==> src/rtl/display_scheduler.sv <==
// Four-digit seven-segment scheduler: per-slot dead-time blanking, PWM brightness,
// per-digit masking and whole-display flash. Define HEX_DECODE_EN to show codes 10-15 as hex.
module display_scheduler #(
  parameter int REFRESH_DIV  = 100000,
  parameter int BLANK_CYCLES = 1000,
  parameter int FLASH_DIV    = 50000000
) (
  input  logic       clk_i,
  input  logic       rst_ni,
  input  logic [3:0] thousands_i,
  input  logic [3:0] hundreds_i,
  input  logic [3:0] tens_i,
  input  logic [3:0] ones_i,
  input  logic [3:0] blank_mask_i,
  input  logic [2:0] brightness_i,
  input  logic       flash_req_i,
  input  logic       colon_en_i,
  output logic [3:0] an_o,
  output logic [6:0] seg_o,
  output logic       dp_o
);

  localparam int CW = $clog2(REFRESH_DIV);
  localparam int FW = $clog2(FLASH_DIV);
  localparam int D8 = (REFRESH_DIV - BLANK_CYCLES) / 8;

  typedef enum logic {BLANK, DRIVE} state_e;

  state_e        state_q, state_d;
  logic [CW-1:0] cnt_q, cnt_d;
  logic [1:0]    idx_q, idx_d;
  logic          mask_q, mask_d;
  logic [2:0]    bright_q, bright_d;
  logic [FW-1:0] fcnt_q, fcnt_d;
  logic          flashOff_q, flashOff_d;
  logic [3:0]    an_q, an_d;
  logic [6:0]    seg_q, seg_d;
  logic          dp_q, dp_d;
  logic          slotWrap, slotStart;
  logic [3:0]    selDigit;
  logic [31:0]   kD, thr;

  function automatic logic [6:0] decode7(input logic [3:0] d);
    case (d)
      4'd0:    decode7 = 7'h40;
      4'd1:    decode7 = 7'h79;
      4'd2:    decode7 = 7'h24;
      4'd3:    decode7 = 7'h30;
      4'd4:    decode7 = 7'h19;
      4'd5:    decode7 = 7'h12;
      4'd6:    decode7 = 7'h02;
      4'd7:    decode7 = 7'h78;
      4'd8:    decode7 = 7'h00;
      4'd9:    decode7 = 7'h10;
`ifdef HEX_DECODE_EN
      4'd10:   decode7 = 7'h08;
      4'd11:   decode7 = 7'h03;
      4'd12:   decode7 = 7'h46;
      4'd13:   decode7 = 7'h21;
      4'd14:   decode7 = 7'h06;
      4'd15:   decode7 = 7'h0E;
`endif
      default: decode7 = 7'h7F;
    endcase
  endfunction

  // Slot timing, digit index, per-slot captured controls and flash timer.
  always_comb begin
    slotWrap  = (cnt_q == CW'(REFRESH_DIV - 1));
    slotStart = (cnt_q == '0);
    cnt_d     = slotWrap ? '0 : cnt_q + CW'(1);
    idx_d     = slotWrap ? idx_q + 2'd1 : idx_q;
    mask_d    = slotStart ? blank_mask_i[idx_q] : mask_q;
    bright_d  = slotStart ? brightness_i : bright_q;
    fcnt_d    = '0;
    flashOff_d = 1'b0;
    if (flash_req_i) begin
      if (fcnt_q == FW'(FLASH_DIV - 1)) begin
        fcnt_d     = '0;
        flashOff_d = ~flashOff_q;
      end else begin
        fcnt_d     = fcnt_q + FW'(1);
        flashOff_d = flashOff_q;
      end
    end
  end

  always_ff @(posedge clk_i or negedge rst_ni) begin
    if (!rst_ni) begin
      cnt_q      <= '0;
      idx_q      <= '0;
      mask_q     <= 1'b0;
      bright_q   <= '0;
      fcnt_q     <= '0;
      flashOff_q <= 1'b0;
    end else begin
      cnt_q      <= cnt_d;
      idx_q      <= idx_d;
      mask_q     <= mask_d;
      bright_q   <= bright_d;
      fcnt_q     <= fcnt_d;
      flashOff_q <= flashOff_d;
    end
  end

  always_ff @(posedge clk_i or negedge rst_ni) begin
    if (!rst_ni) state_q <= BLANK;
    else         state_q <= state_d;
  end

  always_comb begin
    state_d = state_q;
    case (state_q)
      BLANK:   if (cnt_d == CW'(BLANK_CYCLES)) state_d = DRIVE;
      DRIVE:   if (slotWrap) state_d = BLANK;
      default: state_d = BLANK;
    endcase
  end

  // Outputs are computed for the next counter value so the pins line up with it.
  always_comb begin
    case (idx_q)
      2'd0:    selDigit = ones_i;
      2'd1:    selDigit = tens_i;
      2'd2:    selDigit = hundreds_i;
      default: selDigit = thousands_i;
    endcase
    seg_d = seg_q;
    dp_d  = dp_q;
    if (slotStart) begin
      seg_d = decode7(selDigit);
      dp_d  = ~((idx_q == 2'd2) && colon_en_i);
    end
    kD   = 32'(cnt_d) - 32'(BLANK_CYCLES);
    thr  = (32'(bright_d) + 32'd1) * 32'(D8);
    an_d = 4'hF;
    if (state_d == DRIVE && !mask_d && !flashOff_d && kD < thr) an_d[idx_q] = 1'b0;
  end

  always_ff @(posedge clk_i or negedge rst_ni) begin
    if (!rst_ni) begin
      an_q  <= 4'hF;
      seg_q <= 7'h7F;
      dp_q  <= 1'b1;
    end else begin
      an_q  <= an_d;
      seg_q <= seg_d;
      dp_q  <= dp_d;
    end
  end

  assign an_o  = an_q;
  assign seg_o = seg_q;
  assign dp_o  = dp_q;

endmodule

==> config.mk <==
export PLATFORM = sky130hd
export DESIGN_NAME = display_scheduler
export DESIGN_NICKNAME = d
export VERILOG_FILES = /design/src/rtl/display_scheduler.sv
export SDC_FILE = /design/constraint.sdc
export NUM_CORES = 1
export LEC_CHECK = 0
export ABC_AREA = 1
export BUFFER_PORTS_ARGS = -buffer_cell sky130_fd_sc_hd__buf_4
export CORE_MARGIN = 2
export CORE_UTILIZATION = 25
export CTS_CLUSTER_SIZE = 20
export DETAILED_ROUTE_END_ITERATION = 6
export GPL_TIMING_DRIVEN = 0
export RECOVER_POWER = 25
export SLEW_MARGIN = 15
export SYNTH_ARGS = -nofsm -noshare
export SYNTH_HDL_FRONTEND = slang
export SYNTH_SLANG_ARGS = --single-unit
==> constraint.sdc <==
create_clock -name clk_i -period 13.19 [get_ports clk_i]
set_input_delay 0 -clock clk_i [delete_from_list [all_inputs] [get_ports clk_i]]
set_output_delay 0 -clock clk_i [all_outputs]
set_load 0.02 [all_outputs]
==> impl_metrics.tcl, run 1 <==
set metrics [dict create \
    postRouteAntennaNets 0 \
    first_pass_grt_wire_length_microns 17200 \
    cts_hold_bufs 3 \
    timing.fmax_ghz 0.170 \
    core_box_area_sq_um 18600 \
    worst-setup-path-type "reg -> reg" \
    final_critical_path_setup_slack_ns 7.32 \
    final-hold-violation-count 0 \
    worstSetupStartpointType "register" \
    port_buffers 38 \
    critical_path_required_ns 13.44 \
    tritoncts "built" \
    max_slew_violation_total_from_the_final_report 64 \
    post_synth_top_area_cell "dfrtp_1" \
    floorplan.die.width_microns 141 \
    worst_ep_arrival_time_ns 6.13 \
    dp.cells 868 \
    status "complete, but fails checks" \
    peakVddDrop_mv 0.0595 \
    cell_with_the_largest_stage_delay_on_the_worst_path "xnor2_1" \
    cp_top_family "adder cells" \
    yosys.area.top_type_share_pct 27.1 \
    vertical_extent_of_the_die_microns 141 \
    crit_path_frequent_cell "ha_1" \
    fin_setup_tns_ns 0 \
    skew_pair_late_insertion_delay_ns 0.33 \
    violations "capacitance limit, slew limit" \
    diodes 0 \
    synth.net_count 678 \
    clk_transition_reported_paths_ns 0.06 \
    power.density_nw_per_um2 94.8 \
    final_cells 887 \
    crit_cells 29 \
    antenna_violations_before_repair 0 \
    ys.warnings.count 0 \
    hold_ws_ns 0.0365 \
    post_cts_setup_buffer_count 0 \
    placement_rows 50 \
    timing.reg2reg.worst_path_depth 29 \
    fin_crit_sh_pct 44.5 \
    drc 0 \
    netlist_instances 596 \
    synth_top_cells_by_area "dfrtp_1 (27%), ha_1 (14%), nand2_1 (8.1%), inv_1 (6.9%), dfstp_2 (6.7%)" \
    cts_repair_resize_count 0 \
    final_layout_size_suffix_gt1_share_pct 16.5 \
    clock_sinks 63 \
    syn_to_final_growth_pct 18.7 \
    hold-path-cell-count 4 \
    grt_setup_unrepaired "no" \
    min-delay-path-class "in -> reg" \
    cts-root-buf "clkbuf_16" \
    total_leakage_power_nw 2.77 \
    dp_hpwl_microns 8030 \
    dr.first_iter.drc_count 173 \
    worst_slew_margin_rel_pct -131 \
    synth_area_sq_um 4710 \
    grt.overflow.total 0 \
    num-fill-cells 1964 \
    ys_seq_area_share_pct 33.8 \
    post-route-util_pct 30.1 \
    worstMarginPinSlew_ns 3.47 \
    clock_tree.htree_level_count 3 \
    clk_path_buf_depth 2 \
    report.final.setup_viol 0 \
    die_area_sq_um 19900 \
    routed-via-count 3854 \
    dpl_worst_slack_ns 7.22 \
    yosys_register_bits 63 \
    layout_min_cycle_time_ns 5.87 \
    synth_flop_cell "dfrtp_1" \
    viasPerCell 4.34 \
    clock_skew_ns 0.00878 \
    firstDrtPassIters 4 \
    netlist_cell_types 44 \
    critPathMaxFanout 7 \
    grt_pass1_vias 3622 \
    effective_utilization_at_floorplan_pct 25.3 \
    slowest_stage_delay_cp_ns 0.55 \
    track_usage_pct 10.7 \
    postSynthAreaPerCell_sq_um 7.90 \
    synth-edff-count 0 \
    finalWirelength_microns 10200 \
    critical_path.endpoint_type "register" \
    drv.max_cap_violation_count 1 \
    routedWlPerCell_microns 11.5 \
    asyncSetResetFlopFracSynth_pct 100 \
    design.final.nets 730 \
    cts-buffers-inserted 9 \
    critical_path_buf_inv_count 4 \
    largest_net_degree_at_the_start_of_global_routing 64 \
    io-pin-count 39 \
    gp_routability_congestion 0.842 \
]
==> area by class of cell <==
| class | count | area, sq um | share of cell area, % |
|---|---|---|---|
| buffer | 3 | 18.8 | 0.336 |
| clock buffer | 12 | 236 | 4.23 |
| clock inverter | 4 | 70.1 | 1.25 |
| inverter | 100 | 375 | 6.72 |
| multi-input combinational | 430 | 2720 | 48.7 |
| sequential | 63 | 1590 | 28.5 |
| tap | 234 | 293 | 5.24 |
| timing repair buffer | 41 | 282 | 5.04 |
==> where the power goes <==
part           total [W]  internal (W)  switching [W]  leakage [nW]
registers       0.000200      0.000198     0.00000177         0.813
clock network   0.000248      0.000165      0.0000833         0.151
logic          0.0000815     0.0000357      0.0000458          1.80
total           0.000530      0.000399       0.000131          2.77
==> worst min-delay path: cells and delay by family <==
kind                   cells  cell delay, ns
buffers and inverters      1            0.08
AO/OA/AOI/OAI              2            0.17
AND/OR/NAND/NOR            1            0.10
==> metal layers <==
metal | part of all wire, % | global-route usage, % | vias up
met3 | 3.0 | 2.31 | 13
met5 | 0 | 0 | -
met1 | 50 | 14.5 | 1748
li1 | - | - | 2040
met4 | 1.8 | 4.00 | 0
met2 | 45 | 16.8 | 53
==> cell usage in the layout, fill, tap and decap left out, drive strengths merged, types with 5 or more instances in the layout <==
cell,instances
nor3,21
xor2,20
nor4,5
clkbuf,23
inv,99
a21oi,31
o21ai,27
dfrtp,51
nand2,113
o22ai,5
nand4,10
nor2,75
xnor2,7
dfstp,12
nand3,37
buf,30
ha,51
==> cell usage after synthesis (all sizes together), types with 5 or more instances <==
cell	number
nand2	113
inv	99
nor2	75
dfrtp	51
ha	51
nand3	37
a21oi	31
o21ai	27
nor3	21
xor2	20
dfstp	12
nand4	10
xnor2	7
nor4	5
o22ai	5
==> kinds of logic after synthesis <==
family          Yosys count  share of synthesized area [%]
buf+inv                 103                           8.37
flops                    63                           33.8
xor+xnor                 27                           5.18
simple gates            269                           27.9
fa+ha+maj                55                           15.3
compound gates           79                           9.51
==> per-stage QoR <==
step	cell area, sq um	power (W)
6_report	5590	0.000530
5_1_grt	5590	0.000561
4_1_cts	5620	0.000538
3_5_place_dp	5290	0.000287
3_3_place_gp	5290	0.000285
2_1_floorplan	4710	0.000260
==> sequential cells by signal, summed over array words and instances, names as in the netlist <==
| name | count |
|---|---|
| bright_q | 3 |
| flashOff_q | 1 |
| dp_o | 1 |
| an_o | 4 |
| mask_q | 1 |
| cnt_q | 17 |
| idx_q | 2 |
| state_q | 1 |
| fcnt_q | 26 |
| seg_o | 7 |
==> path summary, 6_finish.rpt <==
kind	start	to	slack (ns)
worst max-delay path	cnt_q[0]$_DFF_PN0_	an_o[3]$_DFF_PN1_	7.32
worst min-delay path	thousands_i[3]	seg_o[2]$_DFFE_PN1P_	0.04
worst max register to register	cnt_q[0]$_DFF_PN0_	an_o[3]$_DFF_PN1_	7.32
worst min register to register	fcnt_q[0]$_DFF_PN0_	fcnt_q[0]$_DFF_PN0_	0.46
max in group asynchronous	rst_ni	cnt_q[1]$_DFF_PN0_	9.84
min in group asynchronous	rst_ni	fcnt_q[6]$_DFF_PN0_	1.39
(Power assumes the default switching activity.)
==> inputs of run 2 (changes only) <==
==> constraint.sdc (replaced) <==
create_clock -name clk_i -period 5.1 [get_ports clk_i]
set_input_delay 0 -clock clk_i [delete_from_list [all_inputs] [get_ports clk_i]]
set_output_delay 0 -clock clk_i [all_outputs]
set_load 0.02 [all_outputs]
==> run 2 against run 1 <==
Effect of this change: the flow still finishes with violations (capacitance limit, slew limit); power rose to 2.7 times the previous value; first-iteration DRC count up 10%; core utilization is 1.5 points higher; global-route usage rose by 0.21 points; sequential share of layout area shrank 1.3 points; sequential cell count stayed put; maximum frequency is 19% higher; combinational power increased to 3.1 times the previous value; setup slack got worse by 7.2 ns; via count grew 3.0%; largest cell class unchanged; cell count grew 2.1%.
==> impl_metrics.tcl, run 2 (synthesis gave the netlist of run 1 again) <==
set metrics [dict create \
    status "complete, but fails checks" \
    violations "capacitance limit, slew limit" \
    syn_to_final_growth_pct 24.7 \
    clk_transition_reported_paths_ns 0.06 \
    viasPerCell 4.38 \
    port_buffers 38 \
    report.final.setup_viol 0 \
    crit_path_start "cnt_q[9]$_DFF_PN0_" \
    worst_r2r_start "cnt_q[9]$_DFF_PN0_" \
    skew_pair_late_insertion_delay_ns 0.33 \
    largest_register "fcnt_q" \
    grt_pass1_vias 3656 \
    die_area_sq_um 19900 \
    postRouteAntennaNets 0 \
    num-fill-cells 1941 \
    dpl_worst_slack_ns -0.868 \
    routedWlPerCell_microns 11.8 \
    clock_skew_ns 0.00980 \
    layout_min_cycle_time_ns 4.94 \
    hold_path_end "bright_q[2]$_DFF_PN0_" \
    core_box_area_sq_um 18600 \
    final_critical_path_setup_slack_ns 0.157 \
    worst_ep_arrival_time_ns 5.20 \
    dp_hpwl_microns 8030 \
    first_pass_grt_wire_length_microns 17500 \
    drc 0 \
    cts-root-buf "clkbuf_16" \
    reg2reg_to "an_o[2]$_DFF_PN1_" \
    most-common-layout-cells "nand2_1 (98), inv_1 (82), nor2_1 (59), ha_1 (50), dfrtp_1 (50)" \
    critPathMaxFanout 5 \
    critical_path_required_ns 5.35 \
    power.density_nw_per_um2 240 \
    post-route-util_pct 31.6 \
    worst-setup-path-type "reg -> reg" \
    worstHoldStart "brightness_i[2]" \
    finalWirelength_microns 10700 \
    firstDrtPassIters 4 \
    worst_slew_margin_rel_pct -133 \
    clock_tree.htree_level_count 3 \
    design.final.nets 749 \
    dr.first_iter.drc_count 191 \
    clock_sinks 63 \
    min-delay-path-class "in -> reg" \
    max_slew_violation_total_from_the_final_report 64 \
    timing.fmax_ghz 0.202 \
    fin_crit_sh_pct 96.9 \
    peakVddDrop_mv 0.156 \
    totalPowerFinal_w 0.00141 \
    worstMarginPinSlew_ns 3.49 \
    diodes 0 \
    effective_utilization_at_floorplan_pct 25.3 \
    drv.max_cap_violation_count 1 \
    placement_rows 50 \
    vertical_extent_of_the_die_microns 141 \
    final_layout_size_suffix_gt1_share_pct 22.6 \
    routed-via-count 3969 \
    final-hold-violation-count 0 \
    total_leakage_power_nw 2.88 \
    antenna_violations_before_repair 0 \
    tritoncts "built" \
    grt_setup_unrepaired "yes" \
    largest_reg_flops 26 \
    fin_setup_tns_ns 0 \
    final_common_cell "nand2_1" \
    track_usage_pct 10.9 \
    floorplan.die.width_microns 141 \
    placement.cell_area_sq_um 5290 \
    hold-path-cell-count 3 \
    io-pin-count 39 \
    worstSetupStartpointType "register" \
    gp_routability_congestion 0.842 \
    cts-buffers-inserted 9 \
    largest_net_degree_at_the_start_of_global_routing 64 \
    grt.overflow.total 0 \
    timing.reg2reg.worst_path_depth 27 \
    critical_path.endpoint_type "register" \
    r2r_slack_ns 0.16 \
    clk_path_buf_depth 2 \
    postLayoutCellArea_sq_um 5870 \
]
[run 2: routing by layer]
metal / up-vias / wire (microns) / track usage [%]
li1: 2082 / - / -
met1: 1811 / 5230 / 14.7
met2: 67 / 4960 / 17.3
met3: 9 / 344 / 2.31
met4: 0 / 146 / 4.00
met5: - / 0 / 0
[run 2: worst max-delay path, cell delays in order, from the launching register on]
cell	delay, ns
dfrtp_1	0.42
inv_1	0.10
nand4_1	0.16
nor2_2	0.17
nand2_2	0.12
buf_6	0.15
o21ai_4	0.15
inv_2	0.07
ha_4	0.29
inv_1	0.06
fa_1	0.50
inv_1	0.05
ha_1	0.28
ha_1	0.28
a31o_2	0.24
a21o_1	0.20
a21o_1	0.21
a21o_1	0.22
nand3_2	0.09
o21ai_2	0.06
xnor2_1	0.12
ha_1	0.32
a21oi_2	0.12
o211ai_1	0.12
nand2_1	0.09
nand3_2	0.10
nand2_4	0.10
nand3_1	0.07
[run 2: worst max-delay path by stage]
stage	end	slack [ns]
floorplan	an_o[2]$_DFF_PN1_	0.005
global placement	an_o[3]$_DFF_PN1_	-0.81
detailed placement	an_o[2]$_DFF_PN1_	-0.87
CTS	an_o[3]$_DFF_PN1_	0.006
global route	an_o[1]$_DFF_PN1_	-0.15
finish	an_o[2]$_DFF_PN1_	0.16
[run 2: timing repair]
item | in CTS | in global routing
endpoints found under the setup margin | 4 | 4
pin swaps | 5 | 19
endpoints found under the hold margin | 57 | 0
cloned | 0 | 0
gates resized for setup | 16 | 21
buffers inserted | 4 | 14
hold buffers | 4 | 0
[run 2: area by class of cell]
cell class                 instances  area [sq um]  share of cell area [%]
inverter                         100           379                    6.46
timing repair buffer              60           434                    7.39
tap                              234           293                    4.99
clock inverter                     4          70.1                    1.19
multi-input combinational        430          2850                    48.5
clock buffer                      12           236                    4.03
sequential                        63          1590                    27.1
buffer                             3          18.8                   0.320
[run 2: per-stage QoR]
stage	std cells	hold WS, ns
after floorplan	596	-0.296
after global placement	868	0.154
after detailed placement	868	0.158
after CTS	892	0.0145
after global routing	906	0.0385
final	906	0.0330
[run 2: where the power goes]
part           switching [W]  internal (W)  total, W  leakage, nW
Sequential        0.00000469      0.000513  0.000517        0.811
Combinational       0.000134      0.000116  0.000250         1.92
Clock               0.000214      0.000426  0.000640        0.151
Total               0.000352       0.00105   0.00141         2.88
